$ cat src/rtl/counter_mod_updown.sv
// counter_mod_updown
//   WIDTH-bit modulo counter (range 0..MAX_VAL) with up/down direction,
//   synchronous clear/load, a clock-enable prescaler and a one-shot mode
//   that halts at the terminal count.
//
// Ports
//   clock       rising-edge clock
//   reset_n     asynchronous active-low reset
//   enable      count enable; low freezes counter, prescaler and state
//   up_down     1 = count up, 0 = count down
//   one_shot    1 = halt at terminal, 0 = wrap
//   clear       synchronous clear (highest priority)
//   load        synchronous load of load_value (clamped to MAX_VAL)
//   load_value  value for load
//   out         registered count
//   tc          one-cycle terminal-count pulse, concurrent with wrapped/held out
//   done        high while halted in one-shot mode
module counter_mod_updown #(
    parameter int WIDTH    = 8,
    parameter int MAX_VAL  = 2**WIDTH - 1,
    parameter int PRESCALE = 1
) (
    input  logic             clock,
    input  logic             reset_n,
    input  logic             enable,
    input  logic             up_down,
    input  logic             one_shot,
    input  logic             clear,
    input  logic             load,
    input  logic [WIDTH-1:0] load_value,
    output logic [WIDTH-1:0] out,
    output logic             tc,
    output logic             done
);

    localparam int PW = (PRESCALE > 1) ? $clog2(PRESCALE) : 1;
    localparam logic [WIDTH-1:0] TOP   = WIDTH'(MAX_VAL);
    localparam logic [PW-1:0]    PLAST = PW'(PRESCALE - 1);

    typedef enum logic {RUN, HALT} state_t;

    state_t           state, state_nxt;
    logic [PW-1:0]    presc, presc_nxt;
    logic [WIDTH-1:0] out_nxt;
    logic             tc_nxt, done_nxt;
    logic             step, at_term;

    always_ff @(posedge clock or negedge reset_n) begin
        if (!reset_n) begin
            state <= RUN;
            presc <= '0;
            out   <= '0;
            tc    <= 1'b0;
            done  <= 1'b0;
        end else begin
            state <= state_nxt;
            presc <= presc_nxt;
            out   <= out_nxt;
            tc    <= tc_nxt;
            done  <= done_nxt;
        end
    end

    always_comb begin
        state_nxt = state;
        presc_nxt = presc;
        out_nxt   = out;
        tc_nxt    = 1'b0;
        done_nxt  = done;

        step    = enable && (presc == PLAST);
        // Terminal is detected before the increment/decrement, so the
        // arithmetic never leaves WIDTH bits.
        at_term = up_down ? (out == TOP) : (out == '0);

        if (clear) begin
            state_nxt = RUN;
            presc_nxt = '0;
            out_nxt   = '0;
            done_nxt  = 1'b0;
        end else if (load) begin
            state_nxt = RUN;
            presc_nxt = '0;
            out_nxt   = (load_value > TOP) ? TOP : load_value;
            done_nxt  = 1'b0;
        end else if (enable) begin
            // Prescaler free-runs while enabled, also in HALT.
            presc_nxt = step ? '0 : presc + PW'(1);
            if (step && state == RUN) begin
                if (at_term) begin
                    tc_nxt = 1'b1;
                    if (one_shot) begin
                        state_nxt = HALT;
                        done_nxt  = 1'b1;
                    end else begin
                        out_nxt = up_down ? '0 : TOP;
                    end
                end else begin
                    out_nxt = up_down ? out + WIDTH'(1) : out - WIDTH'(1);
                end
            end
        end
    end

endmodule
$ cat config.mk
export PLATFORM = sky130hd
export DESIGN_NAME = counter_mod_updown
export DESIGN_NICKNAME = d
export VERILOG_FILES = /design/src/rtl/counter_mod_updown.sv
export SDC_FILE = /design/constraint.sdc
export NUM_CORES = 1
export LEC_CHECK = 0
export CAP_MARGIN = 15
export CORE_MARGIN = 3
export CORE_UTILIZATION = 40
export CTS_BUF_LIST = sky130_fd_sc_hd__clkbuf_8
export DETAILED_ROUTE_END_ITERATION = 8
export GPL_ROUTABILITY_DRIVEN = 0
export PLACE_DENSITY = 0.72
export SETUP_SLACK_MARGIN = 0.2
export SYNTH_ARGS = -nofsm -noshare
export SYNTH_HDL_FRONTEND = slang
export SYNTH_SLANG_ARGS = --single-unit
$ cat constraint.sdc
create_clock -name clock -period 2.4 [get_ports clock]
set_input_delay 0.36 -clock clock [delete_from_list [all_inputs] [get_ports clock]]
set_output_delay 0.36 -clock clock [all_outputs]
set_load 0.005 [all_outputs]
==> results.yml <==
sta:
  max_slew_margin_pct: 64.9
  tns_ps: 0
  rsz0062_at_grt: "true"
  skew_ps: 0.875
  hold_viol: 0
  fmax_ghz: 0.459
  min_period_ps: 2180
  finalMaxSlewViolations: 0
  finalSetupViolCount: 0
  fin_crit_sh_pct: 90.8
  tightestPinTransition_ps: 525
place:
  dp_cells: 158
  dpl.hpwl_um: 1870
  placed_area_mm2: 0.00119
  io_buffers: 24
clocking:
  root_buffer: "clkbuf_8"
  cts_tree: "done"
  clk_path_buf_depth: 2
  clk_pin_slew_ps: 50
  h-tree-depth: 1
  cts_made_buffers: 3
  cts.sinks: 11
  insertion_delay_ps: 240
  cts_hold_buf: 0
routing:
  drt_iter0_markers: 16
  drt-total-wl_um: 2600
  dr.pass1.iters: 4
  drtAntennaViolNets: 0
  drc_errors: 0
  vias: 955
  wl_per_cell_um: 15.7
  vias_per_cell: 5.75
yosys:
  synth_ff_type: "dfrtp_1"
  ys_warn_count: 0
  synth-seq-area-share_pct: 31.6
  netlist_area_um2: 872
  synth.avg_cell_area_um2: 8.55
  synth_fp_nets: 124
  async_flop_share_pct: 100
  synth-edff-count: 0
  ys_ff_latch: 11
  postSynthCellCount: 102
  ys_types: 36
global_route:
  grt_pass1_vias: 918
  grt_pass1_wl_um: 4090
  grt_max_degree: 12
  antenna_found_initial: 0
  grt_overflow: 0
  grt_use_total_pct: 20.1
critical_path:
  slowest_stage: "clkdlybuf4s50_1"
  cp.required_ps: 2520
  criticalPathCategory: "in -> reg"
  crit_path_end_kind: "flop"
  path_cells: "clkdlybuf4s50_1, inv_2, ha_2, nor2_1, o31ai_4, nand3_2, a211o_1, a32oi_1, o21ai_1"
  critPathMaxFanout: 5
  crit_arrival_ps: 2290
  crit_path_start_kind: "input port"
  cpLargestDelayFamily: "compound AO/OA/AOI/OAI gates"
  max_stage_delay_ps: 490
  path_buf_inv: 2
finish:
  finalNetCount: 162
  final_common_cell: "clkdlybuf4s50_1"
  syn2layout_area_growth_pct: 49.1
  drive_above_1_share_pct: 20.9
  layout_common_cells: "clkdlybuf4s50_1 (24), nand2_1 (15), dfrtp_1 (11)"
  n_antenna_cell: 0
  utilization_pct: 64.3
  final_cell_area_mm2: 0.00130
  instances_no_fill: 166
run:
  maxCapViolCount: 0
die:
  die_y_um: 52.7
  start_util_pct: 43.1
  dieArea_mm2: 0.00278
  ios: 25
  rows: 16
  dieWidth_um: 52.7
  core_region_area_mm2: 0.00202
outcome:
  status: "completed"
power_and_ir_drop:
  p_leak_nw: 0.542
  p_per_area_mw_per_mm2: 528
  ir_drop_v: 0.000296
worst_hold_path:
  worstHoldPathType: "in -> async"
what timing repair did:
item	4_1_cts	5_1_grt
gates resized for setup	0	11
pin swaps	0	6
buffers inserted	0	4
setup endpoints to repair	1	4
stage by stage:
stage / setup WS [ps] / hold slack (ps) / total power (W)
after floorplan: 501 / 64.4 / 0.000364
after global placement: 35.1 / 520 / 0.000464
after detailed placement: -91.6 / 533 / 0.000472
after CTS: 171 / 491 / 0.000662
after global routing: 138 / 512 / 0.000724
final: 221 / 470 / 0.000687
registers in the layout, indices dropped and copies added (netlist names):
signal,cells
tc,1
state,1
presc,1
out,8
logic make-up after synthesis:
family	share of synthesized area, %
compound gates	27.4
xor+xnor	5.02
fa+ha+maj	10.9
buf+inv	2.73
flops	31.6
simple gates	22.4
Yosys cell counts (2+ instances only):
| library cell | n | area share, % |
|---|---|---|
| nand2_1 | 15 | 6.5 |
| dfrtp_1 | 11 | 32 |
| nor2_1 | 9 | 3.9 |
| o21ai_0 | 8 | 4.6 |
| ha_1 | 6 | 8.6 |
| inv_1 | 5 | 2.2 |
| a21oi_1 | 4 | 2.3 |
| nand3_1 | 4 | 2.3 |
| xnor2_1 | 4 | 4.0 |
| a211oi_1 | 3 | 2.6 |
| a22oi_1 | 3 | 2.6 |
| a21oi_2 | 2 | 2.0 |
| a32oi_1 | 2 | 2.0 |
| nor2b_1 | 2 | 1.4 |
| nor3_1 | 2 | 1.1 |
| o21a_1 | 2 | 1.7 |
per-layer routing:
layer | vias to the layer above | track usage (%) | wire (um) | part of all wire [%]
met5 | - | 0 | 0 | 0
met4 | 0 | 5.11 | 16 | 0.62
met1 | 457 | 23.0 | 1050 | 40
met3 | 4 | 5.70 | 194 | 7.5
met2 | 47 | 36.0 | 1340 | 52
li1 | 447 | - | - | -
worst paths after layout:
| check | from | endpoint | slack (ps) | cells after the start |
|---|---|---|---|---|
| max in group asynchronous | reset_n | out[3] | 1580 | 1 |
| hold reg to reg | state | state | 540 | 2 |
| setup reg to reg | out[0] | out[6] | 390 | 8 |
| setup / recovery | up_down | out[7] | 220 | 9 |
| hold / removal | reset_n | out[7] | 470 | 1 |
| min in group clock | state | state | 540 | 2 |
area by class of cell:
class	count	area (um^2)
timing repair buffer	34	315
inverter	5	18.8
fill	169	722
sequential	11	275
clock buffer	3	41.3
tap	27	33.8
clock inverter	1	3.75
multi-input combinational	85	612
where the power goes:
group          switching (W)  internal [W]  total (W)
logic               0.000131      0.000144   0.000275
clock network      0.0000703      0.000112   0.000183
registers          0.0000280      0.000201   0.000229
Power figures use the tool's default switching activity.
